==> src/rtl/issue_ibuffer.sv <==
// Per-warp decoded-instruction buffer with round-robin issue into a registered output stage.
// The *_n outputs expose the output-stage D-inputs so the scoreboard can look one cycle ahead.
module issue_ibuffer #(
  parameter int NUM_WARPS = 4,
  parameter int DEPTH     = 2,
  parameter int REG_W     = 6,
  parameter int PC_W      = 32,
  parameter int WID_W     = (NUM_WARPS > 1) ? $clog2(NUM_WARPS) : 1
) (
  input  logic             clk,
  input  logic             reset,
  input  logic             dec_valid,
  output logic             dec_ready,
  input  logic [WID_W-1:0] dec_wid,
  input  logic [PC_W-1:0]  dec_pc,
  input  logic             dec_wb,
  input  logic [REG_W-1:0] dec_rd,
  input  logic [REG_W-1:0] dec_rs1,
  input  logic [REG_W-1:0] dec_rs2,
  input  logic [REG_W-1:0] dec_rs3,
  output logic             ib_valid,
  input  logic             ib_ready,
  output logic [WID_W-1:0] ib_wid,
  output logic [PC_W-1:0]  ib_pc,
  output logic             ib_wb,
  output logic [REG_W-1:0] ib_rd,
  output logic [REG_W-1:0] ib_rs1,
  output logic [REG_W-1:0] ib_rs2,
  output logic [REG_W-1:0] ib_rs3,
  output logic [WID_W-1:0] ib_wid_n,
  output logic [REG_W-1:0] ib_rd_n,
  output logic [REG_W-1:0] ib_rs1_n,
  output logic [REG_W-1:0] ib_rs2_n,
  output logic [REG_W-1:0] ib_rs3_n
);

  localparam int CNT_W = $clog2(DEPTH + 1);
  localparam int PTR_W = $clog2(DEPTH);
  localparam int ENT_W = PC_W + 1 + 4 * REG_W;

  logic [ENT_W-1:0]     mem  [NUM_WARPS][DEPTH];
  logic [CNT_W-1:0]     cnt  [NUM_WARPS];
  logic [PTR_W-1:0]     wptr [NUM_WARPS];
  logic [PTR_W-1:0]     rptr [NUM_WARPS];
  logic [WID_W-1:0]     rr;
  logic [WID_W-1:0]     rr_nxt;
  logic [WID_W:0]       cand;
  logic [WID_W-1:0]     sel;
  logic                 found;
  logic                 load;
  logic                 enq;
  logic                 deq;
  logic [NUM_WARPS-1:0] enq_vec;
  logic [NUM_WARPS-1:0] deq_vec;
  logic [ENT_W-1:0]     head;
  logic [ENT_W-1:0]     dec_ent;
  logic [WID_W-1:0]     wid_d;
  logic [PC_W-1:0]      pc_d;
  logic                 wb_d;
  logic [REG_W-1:0]     rd_d;
  logic [REG_W-1:0]     rs1_d;
  logic [REG_W-1:0]     rs2_d;
  logic [REG_W-1:0]     rs3_d;

  // Ready looks only at the pre-edge count, so a full FIFO never passes through.
  assign dec_ready = cnt[dec_wid] < CNT_W'(DEPTH);
  assign enq       = dec_valid & dec_ready;
  assign load      = ~ib_valid | ib_ready;
  assign dec_ent   = {dec_pc, dec_wb, dec_rd, dec_rs1, dec_rs2, dec_rs3};

  always_comb begin
    found = 1'b0;
    sel   = '0;
    cand  = '0;
    for (int i = 0; i < NUM_WARPS; i++) begin
      cand = {1'b0, rr} + (WID_W+1)'(i);
      if (cand >= (WID_W+1)'(NUM_WARPS)) cand = cand - (WID_W+1)'(NUM_WARPS);
      if (!found && cnt[cand[WID_W-1:0]] != '0) begin
        found = 1'b1;
        sel   = cand[WID_W-1:0];
      end
    end
  end

  assign deq    = load & found;
  assign head   = mem[sel][rptr[sel]];
  assign rr_nxt = (sel == WID_W'(NUM_WARPS - 1)) ? '0 : sel + 1'b1;

  always_comb begin
    enq_vec = '0;
    deq_vec = '0;
    for (int w = 0; w < NUM_WARPS; w++) begin
      enq_vec[w] = enq && (dec_wid == WID_W'(w));
      deq_vec[w] = deq && (sel == WID_W'(w));
    end
  end

  always_comb begin
    wid_d = ib_wid;
    pc_d  = ib_pc;
    wb_d  = ib_wb;
    rd_d  = ib_rd;
    rs1_d = ib_rs1;
    rs2_d = ib_rs2;
    rs3_d = ib_rs3;
    if (deq) begin
      wid_d = sel;
      {pc_d, wb_d, rd_d, rs1_d, rs2_d, rs3_d} = head;
    end
  end

  assign ib_wid_n = wid_d;
  assign ib_rd_n  = rd_d;
  assign ib_rs1_n = rs1_d;
  assign ib_rs2_n = rs2_d;
  assign ib_rs3_n = rs3_d;

  always_ff @(posedge clk) begin
    if (enq) mem[dec_wid][wptr[dec_wid]] <= dec_ent;
  end

  always_ff @(posedge clk or negedge reset) begin
    if (!reset) begin
      for (int w = 0; w < NUM_WARPS; w++) begin
        cnt[w]  <= '0;
        wptr[w] <= '0;
        rptr[w] <= '0;
      end
      rr       <= '0;
      ib_valid <= 1'b0;
      ib_wid   <= '0;
      ib_pc    <= '0;
      ib_wb    <= 1'b0;
      ib_rd    <= '0;
      ib_rs1   <= '0;
      ib_rs2   <= '0;
      ib_rs3   <= '0;
    end else begin
      for (int w = 0; w < NUM_WARPS; w++) begin
        if (enq_vec[w]) wptr[w] <= wptr[w] + 1'b1;
        if (deq_vec[w]) rptr[w] <= rptr[w] + 1'b1;
        if (enq_vec[w] && !deq_vec[w])      cnt[w] <= cnt[w] + 1'b1;
        else if (!enq_vec[w] && deq_vec[w]) cnt[w] <= cnt[w] - 1'b1;
      end
      if (load) ib_valid <= found;
      if (deq) rr <= rr_nxt;
      ib_wid <= wid_d;
      ib_pc  <= pc_d;
      ib_wb  <= wb_d;
      ib_rd  <= rd_d;
      ib_rs1 <= rs1_d;
      ib_rs2 <= rs2_d;
      ib_rs3 <= rs3_d;
    end
  end

  a_dec_hold: assert property (@(posedge clk) disable iff (!reset)
    (dec_valid && !dec_ready) |=> (dec_valid && $stable(dec_ent) && $stable(dec_wid)));

  for (genvar g = 0; g < NUM_WARPS; g++) begin : g_cnt_chk
    a_cnt_ovf: assert property (@(posedge clk) disable iff (!reset)
      (enq_vec[g] && !deq_vec[g]) |-> (cnt[g] < CNT_W'(DEPTH)));
    a_cnt_udf: assert property (@(posedge clk) disable iff (!reset)
      deq_vec[g] |-> (cnt[g] != '0));
  end

endmodule

==> config.mk <==
export PLATFORM = sky130hd
export DESIGN_NAME = issue_ibuffer
export DESIGN_NICKNAME = d
export VERILOG_FILES = /design/src/rtl/issue_ibuffer.sv
export SDC_FILE = /design/constraint.sdc
export NUM_CORES = 1
export LEC_CHECK = 0
export BUFFER_PORTS_ARGS = -buffer_cell sky130_fd_sc_hd__buf_2
export CAP_MARGIN = 10
export CORE_UTILIZATION = 30
export DETAILED_ROUTE_END_ITERATION = 10
export GPL_TIMING_DRIVEN = 1
export MAX_ROUTING_LAYER = met4
export RECOVER_POWER = 50
export SYNTH_ARGS = -nofsm -noshare
export SYNTH_HDL_FRONTEND = slang
export SYNTH_SLANG_ARGS = --single-unit
==> constraint.sdc <==
create_clock -name clk -period 9.57 [get_ports clk]
set_clock_uncertainty 0.15 [all_clocks]
set_input_delay 1.914 -clock clk [delete_from_list [all_inputs] [get_ports clk]]
set_output_delay 1.914 -clock clk [all_outputs]
set_load 0.02 [all_outputs]
* After elaboration in Yosys (flattened, before gate mapping)
Memory sizes are Yosys's and may differ from the RTL's.
Index checks and enable logic that the tools add are counted.
** Cells by class
- Add/subtract/negate cells :: 24
- $lt $le $gt $ge :: 14
- Equality and inequality tests :: 6
- Mux-type cells :: 54
- Bitwise gates (word level) :: 12
- Reduce and logical (&&, ||, !) cells :: 41
** Operators by type and width (count)
- 57-bit two-way mux :: 4
- 114-bit two-way mux :: 1
- 57-bit demux with 1-bit select :: 1
- 2-bit two-way mux :: 28
- 3-bit greater-or-equal comparator, second input constant :: 9
- 6-bit two-way mux :: 4
- 2-bit binary-select mux with 2-bit select :: 5
- 1-bit logical AND :: 20
- 2-bit NOT with 3-bit output :: 6
- 2-bit nonzero test :: 8
- 2-bit by 1-bit subtractor with 2-bit output, second input constant :: 8
- 1-bit zero test :: 11
- 2-bit by 1-bit adder with 2-bit output, second input constant :: 5
- 1-bit two-way mux :: 9
- 1-bit adder, second input constant :: 8
- 2-bit == test, second input constant :: 4
- 2-bit by 2-bit adder with 3-bit output, second input constant :: 2
- 1-bit binary-select mux with 2-bit select :: 2
- 2-bit by 1-bit == test with 1-bit output, second input constant :: 2
- 2-bit greater-or-equal comparator, second input constant :: 2
- 2-bit zero test :: 2
- 1-bit NOT with 2-bit output :: 2
- 2-bit by 1-bit adder with 3-bit output, second input constant :: 1
- 2-bit by 3-bit greater-or-equal comparator with 1-bit output, second input constant :: 1
- other kinds (5) :: 6
** Storage, ports and cells
- Register bits after elaboration :: 78
- Memory bits (writable) :: 456
- Input bits :: 63
- Word-level logic and storage cells :: 173
- Memories kept :: 1
** Memories
- mem :: depth 4, width 114, read ports 1, clocked after memory_dff 0, write ports 1, line 41 : logic [ENT_W-1:0] mem [NUM_WARPS][DEPTH];

* Depth between registers and ports, before layout
Gate-level depths: netlist (run 1).
- Word-level depth :: 26
- Mapped depth :: 13

* Least setup slack after synthesis (run 1)
OpenSTA, ideal clock, no wires.
- Kind :: input port to flip-flop
- Start point :: input port dec_wid[0]
- End point :: memory mem[2][100] (netlist name) (enable)
- Data arrival time :: 8171 ps
- Data required time :: 8807 ps
- Setup slack :: 636 ps
- Stages on the path :: 3
- Path buffers :: 1
- Cells stage by stage :: clkbuf_1 mux4_2 nor4_1
** On the way
- Longest elaborated chain between the ends :: 10
** Ends and longest elaborated chain
- start: declaration :: line 14 : input logic [WID_W-1:0] dec_wid,
- 2-bit NOT with 3-bit output (not written as such) :: line 66, 119
- 1-bit binary-select mux with 2-bit select :: line 119 : if (enq) mem[dec_wid][wptr[dec_wid]] <= dec_ent;
- 1-bit two-way mux (not written as such) (2 in a row) :: line 119
- 1-bit NOT with 2-bit output (not written as such) :: line 119
- 2-bit greater-or-equal comparator (not written as such) / 2-bit by 1-bit < comparator with 1-bit output (equally long branches) :: line 119
- 1-bit logical AND (not written as such) :: line 119
- 57-bit two-way mux (not written as such) :: line 119
- 57-bit demux with 1-bit select :: line 119
- 114-bit two-way mux (not written as such) :: line 119
- end: declaration :: line 41
Several ways; a longest one is shown, not always the timed one. The select of a mux whose other input is x is not followed.

* Worst setup path after layout (run 1)
- Start point :: register cnt[6] (netlist name)
- End point :: output port ib_rd_n[4]
** On the way
- Longest elaborated chain between the ends :: 23
** Ends and longest elaborated chain
- start: declaration :: line 42 : logic [CNT_W-1:0] cnt [NUM_WARPS];
- start signal: indexed assignment :: line 142 : if (enq_vec[w] && !deq_vec[w]) cnt[w] <= cnt[w] + 1'b1;
- start signal: indexed assignment :: line 143 : else if (!enq_vec[w] && deq_vec[w]) cnt[w] <= cnt[w] - 1'b1;
- 2-bit binary-select mux with 2-bit select :: line 78 : if (!found && cnt[cand[WID_W-1:0]] != '0) begin
- 2-bit two-way mux (not written as such) (2 in a row) :: line 78
- 2-bit nonzero test :: line 78
- 1-bit two-way mux :: line 78
- 1-bit zero test :: line 78
- 1-bit logical AND :: line 78
- 1-bit two-way mux :: line 78
- 1-bit zero test :: line 78
- [3 not listed]
- 1-bit logical AND :: line 78
- 2-bit two-way mux :: line 78
- 2-bit NOT with 3-bit output (not written as such) :: line 86 : assign head = mem[sel][rptr[sel]];
- 1-bit binary-select mux with 2-bit select :: line 86
- 1-bit two-way mux (not written as such) (2 in a row) :: line 86
- 1-bit NOT with 2-bit output (not written as such) :: line 86
- 57-bit two-way mux (not written as such) (3 in a row) :: line 86
- 6-bit two-way mux (*) :: line 106 : if (deq) begin
- end: declaration :: line 31 : output logic [REG_W-1:0] ib_rd_n,
Mark *: on every way between the ends. The rest lies on a longest branch, timed or not. The select of a mux whose other input is x is not followed.

==> key figures, run 1 <==
Routing
  • Routed length per instance: 22.74 µm
  • DRC errors left: 0
  • Post-DRT Antenna Nets: 0
  • Drt pass-1 iters: 5
  • Routed WL: 54.56 mm
  • Via-to-Cell Ratio: 5.159
  • DRT iter0 DRCs: 997
  • Via Count: 12380

Die
  • # IOs: 150
  • Initial Utilization: 30.45%
  • Die height: 266.3 µm
  • Cell row count: 96
  • Core region area: 68830 µm²
  • Die area: 70920 µm²
  • Die width: 266.3 µm

Pwr
  • Internal: 5.322 mW
  • Sw Ratio: 40.97%
  • Net Switching: 3.694 mW
  • Power, Total: 9.016 mW
  • Worst vdd ir: 0.0003212 V
  • Pwr Density: 373.1 nW/µm²
  • Clock group share of total power: 22.9%
  • Combinational power share: 43.6%
  • Pleak: 8.237 nW
  • Sequential share of power: 33.5%

Clocking
  • Num CTS Buffers: 51
  • Reg clk slew, reported paths: 0.06 ns
  • CTS tree: built
  • Clock Sinks: 534
  • H-Tree Depth: 2
  • Cts repair resizes: 0
  • Clk_lat worst skew: 0.60 ns
  • Longest Clk Path Bufs: 3
  • Hold_buf cts: 0
  • Root buf cell: clkbuf_16
  • Setup bufs post-CTS: 0

Place
  • Detail Placement HPWL: 29.15 mm
  • Dpl cells: 2300
  • GPL Wtd Cong: 0.7475
  • Place WS: 3.222 ns
  • Placed cell area: 22570 µm²
  • Port-buffer cells: 149

Timing
  • Final setup slack of the worst path: 2.124 ns
  • Rel. slew slack: -180.6%
  • Maximum clock frequency: 134.3 MHz
  • Hold slack: 0.3529 ns
  • Final setup fails: 0
  • Tightest Pin Transition: 4.209 ns
  • Minimum clock period: 7.446 ns
  • Final Max Slew Viols: 101
  • Setup TNS Final: 0 ns
  • RSZ-0062 raised after global routing: no
  • Fin. Hold Viols: 0
  • Final period util: 77.80%

Worst setup path
  • Critical-path cell list: nor2_1, o221ai_1, o22ai_4, clkbuf_1, nor2_4, buf_4, a22oi_1, o22a_1, buf_2
  • CP Buf/Inv Count: 3
  • Max Fanout on Critical Path: 39
  • CP top delay family: buffers and inverters
  • CP Class: reg -> out
  • Worst setup SP type: flop
  • Worst endpoint required time: 7.51 ns
  • Critical path's slowest cell: clkbuf_1
  • CP Data Arrival Time: 5.38 ns
  • CP endpoint kind: output pin
  • Worst path max stage delay: 1.55 ns

Final layout
  • Non-filler cells, final: 2399
  • Utilization after layout: 35.11%
  • Layout cell share with drive strength beyond 1: 13.99%
  • P&R area growth vs syn: 15.30%
  • Most frequent cells in the layout: 456 x edfxtp_1, 114 x and3_1, 114 x a31oi_1, 113 x clkbuf_1, 74 x dfrtp_1
  • Fill count: 6498
  • Layout Nets: 1493
  • Post-route cell area: 24160 µm²
  • Most common cell after layout, fill and taps aside: edfxtp_1

Yosys
  • Mapped Area: 20960 µm²
  • Top FF cell, synth: edfxtp_1
  • Syn avg cell area: 16.05 µm²
  • Synth cell types: 45
  • EDFF count, synth: 456
  • Number of register bits inferred by synthesis: 534
  • Async set-reset flop share out of synthesis: 14.61%
  • Synth Net Count: 1377
  • Post-synthesis sequential area ratio: 74.65%
  • Cell count after synthesis: 1306
  • Ys Warns: 0

Job
  • Max cap viols: 3

GRT
  • Largest net degree at the start of global routing: 82
  • Global-route usage over all layers: 15.80%
  • Grt total ovfl: 0
  • Vias in the first global route: 12540
  • First-pass GRT wire length: 81.72 mm
  • Initial antenna violation count: 2

Hold path
  • Hold Path Class: reg -> reg

Run status
  • Violated checks: capacitance limit, slew limit
  • Status: complete, but fails checks
## final cells by class
type                    count  area (µm²)  area share (%)
flip-flops and latches    534       15650           64.76
multi-input cells         659        4811           19.91
clock buffers              70        1419           5.872
well taps                 931        1165           4.821
repair buffers            173       795.8           3.293
clock inverters            26       300.3           1.243
inverters                   3       16.27         0.06731
diodes                      3       7.507         0.03107
## tightest hold or removal path: stages, from the launching register on
cell	delay, ns
dfrtp_1	0.34
nor2_1	0.05
nor2_1	0.08
## sequential cells by signal, indices dropped and copies added (netlist names), 4 cells and up
name	count
mem	456
ib_pc	32
cnt	8
ib_rd	6
ib_rs1	6
ib_rs2	6
ib_rs3	6
rptr	4
wptr	4
## synth_stat cells (2+ instances only)
master    count  area (µm²)
nor2b_1       3       18.77
a21oi_1      59       295.3
ha_1          8       100.1
clkbuf_1     58       217.7
buf_4         8       60.06
o21ai_0       2       10.01
nor2_1       18       67.56
a221oi_2     30       450.4
nand2_1      68       255.2
mux4_2        2       45.04
xnor2_1       8       70.07
dfrtp_1      78        1952
xor2_1        8       70.07
buf_2        35       175.2
a31oi_1     114       713.2
o22a_1       57       499.2
a221oi_1     27       236.5
a22oi_1      57       427.9
buf_6         9       101.4
nor3_1        2       10.01
mux2i_1      58       580.6
and2_1        5       31.28
inv_1         2       7.510
and3_1      114       713.2
edfxtp_1    456       13690
## cell families after synthesis
kind of cell | after synthesis | share of synthesized area [%]
flops | 534 | 74.65
compound gates | 353 | 12.86
simple gates | 222 | 5.660
buf+inv | 113 | 2.699
mux | 60 | 2.985
xor+xnor | 16 | 0.6687
fa+ha+maj | 8 | 0.4776
## power by group through the flow
stage | sequential, mW | clock, mW | combinational [mW]
CTS | 3.03 | 2.10 | 3.98
finish | 3.02 | 2.06 | 3.93
global placement | 3.07 | 0 | 3.92
detailed placement | 3.07 | 0 | 3.97
floorplan | 3.15 | 0 | 2.75
global route | 3.06 | 2.19 | 4.25
## final timing paths
kind | depth (start not counted) | startpoint | slack, ns | endpoint
max | 9 | cnt[6]$_DFFE_PN0P_ | 2.12 | ib_rd_n[4]
min | 2 | wptr[2]$_DFFE_PN0P_ | 0.35 | wptr[2]$_DFFE_PN0P_
max reg2reg | 10 | cnt[4]$_DFFE_PN0P_ | 4.51 | ib_pc[6]$_DFFE_PN0N_
min reg2reg | 2 | wptr[2]$_DFFE_PN0P_ | 0.35 | wptr[2]$_DFFE_PN0P_
max in group asynchronous | 2 | reset | 2.74 | rptr[0]$_DFFE_PN0P_
min in group asynchronous | 1 | reset | 1.52 | ib_rs1[5]$_DFF_PN0_
## metal layers
metal	GRT usage, %	part of all wire, %	wire [µm]
met5	-	0	0
met4	3.883	2.1	1134
met3	2.320	5.2	2828
met2	24.54	47	25370
met1	21.75	46	25220
Power figures use the tool's default switching activity.
==> run 2, diff against run 1 <==
==> constraint.sdc (replaced) <==
create_clock -name clk -period 6.8 [get_ports clk]
set_clock_uncertainty 0.15 [all_clocks]
set_input_delay 1.36 -clock clk [delete_from_list [all_inputs] [get_ports clk]]
set_output_delay 1.36 -clock clk [all_outputs]
set_load 0.02 [all_outputs]
==> key figures, run 2 (synthesis gave the netlist of run 1 again) <==
Clocking
  • Reg clk slew, reported paths: 0.06 ns
  • Hold_buf cts: 0
  • Root buf cell: clkbuf_16
  • CTS tree: built
  • Clk_lat worst skew: 0.59 ns
  • Cts repair resizes: 0
  • H-Tree Depth: 2
  • Num CTS Buffers: 53
  • Clock Sinks: 534
  • Setup bufs post-CTS: 0
  • Longest Clk Path Bufs: 3

Worst setup path
  • CP Class: reg -> out
  • Worst path max stage delay: 0.72 ns
  • CP Buf/Inv Count: 3
  • CP top delay family: buffers and inverters
  • Worst setup SP type: flop
  • CP endpoint kind: output pin
  • CP Data Arrival Time: 4.06 ns
  • Max Fanout on Critical Path: 168
  • Worst endpoint required time: 5.29 ns
  • Critical-path cell list: or2_4, o21ba_1, o32a_2, buf_12, buf_4, mux2i_1, a221oi_2, o22a_1, buf_2
  • Critical path's slowest cell: buf_4

Final layout
  • P&R area growth vs syn: 16.01%
  • Max reg flops: 456
  • Most frequent cells in the layout: 456 x edfxtp_1, 114 x and3_1, 114 x a31oi_1, 104 x clkbuf_1, 74 x dfrtp_1
  • Layout cell share with drive strength beyond 1: 14.76%
  • Fill count: 6519
  • Post-route cell area: 24310 µm²
  • Layout Nets: 1497
  • Most common cell after layout, fill and taps aside: edfxtp_1
  • Utilization after layout: 35.33%

Place
  • Port-buffer cells: 149
  • Detail Placement HPWL: 29.87 mm
  • GPL Wtd Cong: 0.7164
  • Placed cell area: 22620 µm²

Timing
  • Minimum clock period: 5.573 ns
  • Final Max Slew Viols: 47
  • Rel. slew slack: -78.31%
  • Final period util: 81.96%
  • Maximum clock frequency: 179.4 MHz
  • Tightest Pin Transition: 2.675 ns
  • Fin. Hold Viols: 0
  • Setup TNS Final: 0 ns
  • RSZ-0062 raised after global routing: no
  • Final setup fails: 0

Die
  • Core region area: 68830 µm²
  • Die height: 266.3 µm
  • Die width: 266.3 µm
  • Die area: 70920 µm²
  • # IOs: 150
  • Cell row count: 96
  • Initial Utilization: 30.45%

Pwr
  • Sequential share of power: 33.4%
  • Power, Total: 12.84 mW
  • Sw Ratio: 40.54%
  • Combinational power share: 43.1%
  • Pwr Density: 528.1 nW/µm²
  • Internal: 7.635 mW
  • Net Switching: 5.205 mW
  • Clock group share of total power: 23.5%
  • Worst vdd ir: 0.0006252 V
  • Pleak: 8.319 nW

Job
  • Max cap viols: 2

Routing
  • Drt pass-1 iters: 5
  • Via Count: 12370
  • Post-DRT Antenna Nets: 0
  • DRT iter0 DRCs: 1085
  • Via-to-Cell Ratio: 5.139
  • DRC errors left: 0
  • Routed WL: 55.45 mm
  • Routed length per instance: 23.04 µm

Run status
  • Status: complete, but fails checks
  • Violated checks: capacitance limit, slew limit

GRT
  • Largest net degree at the start of global routing: 169
  • Grt total ovfl: 0
  • Initial antenna violation count: 5
  • First-pass GRT wire length: 82.40 mm
  • Vias in the first global route: 12560
  • Global-route usage over all layers: 15.93%

Hold path
  • Hold Path Class: reg -> reg
==> run 2: power by group through the flow <==
stage	combinational (mW)	sequential, mW	clock, mW
after global placement	5.53	4.34	0
after detailed placement	5.60	4.35	0
final	5.54	4.28	3.02
after CTS	5.62	4.29	3.07
after global routing	5.98	4.33	3.20
after floorplan	3.87	4.44	0
==> run 2: area by class of cell <==
| cell class | count | area (µm²) | area share [%] |
|---|---|---|---|
| Clock inverter | 24 | 304.0 | 1.251 |
| Sequential cell | 534 | 15650 | 64.37 |
| Multi-Input combinational cell | 659 | 4812 | 19.79 |
| Antenna cell | 6 | 15.01 | 0.06175 |
| Timing Repair Buffer | 175 | 850.8 | 3.499 |
| Tap cell | 931 | 1165 | 4.791 |
| Inverter | 3 | 16.27 | 0.06690 |
| Clock buffer | 75 | 1500 | 6.170 |
==> run 2: metal layers <==
metal	track usage [%]	part of all wire (%)	vias up
li1	-	-	5500
met1	21.37	45	6408
met2	24.68	47	372
met3	2.976	5.5	90
met4	4.380	2.3	0
met5	-	0	-
==> run 2: per-stage QoR <==
stage | hold WS (ns) | instances | setup slack, ns
global route | 0.3748 | 2406 | 0.8965
CTS | 0.3500 | 2401 | 1.160
finish | 0.3538 | 2407 | 1.227
global placement | 0.3297 | 2302 | 1.752
floorplan | 0.3108 | 1306 | 0.8176
detailed placement | 0.3367 | 2302 | 1.738
==> run 2: worst paths after layout <==
path,from,to,slack (ns),cells past startpoint
min in group asynchronous,reset,ib_pc[8]$_DFFE_PN0N_,1.45,1
worst min-delay path,wptr[3]$_DFFE_PN0P_,wptr[3]$_DFFE_PN0P_,0.35,2
worst min register to register,wptr[3]$_DFFE_PN0P_,wptr[3]$_DFFE_PN0P_,0.35,2
max in group asynchronous,reset,rptr[1]$_DFFE_PN0P_,2.45,2
worst max-delay path,cnt[4]$_DFFE_PN0P_,ib_rs3_n[5],1.23,9
worst max register to register,wptr[0]$_DFFE_PN0P_,mem[3][98]$_DFFE_PP_,3.14,3
==> run 2: worst min-delay path, cell delays in order (launching register included) <==
cell	delay, ns
dfrtp_1	0.34
nor2_1	0.05
nor2_1	0.08
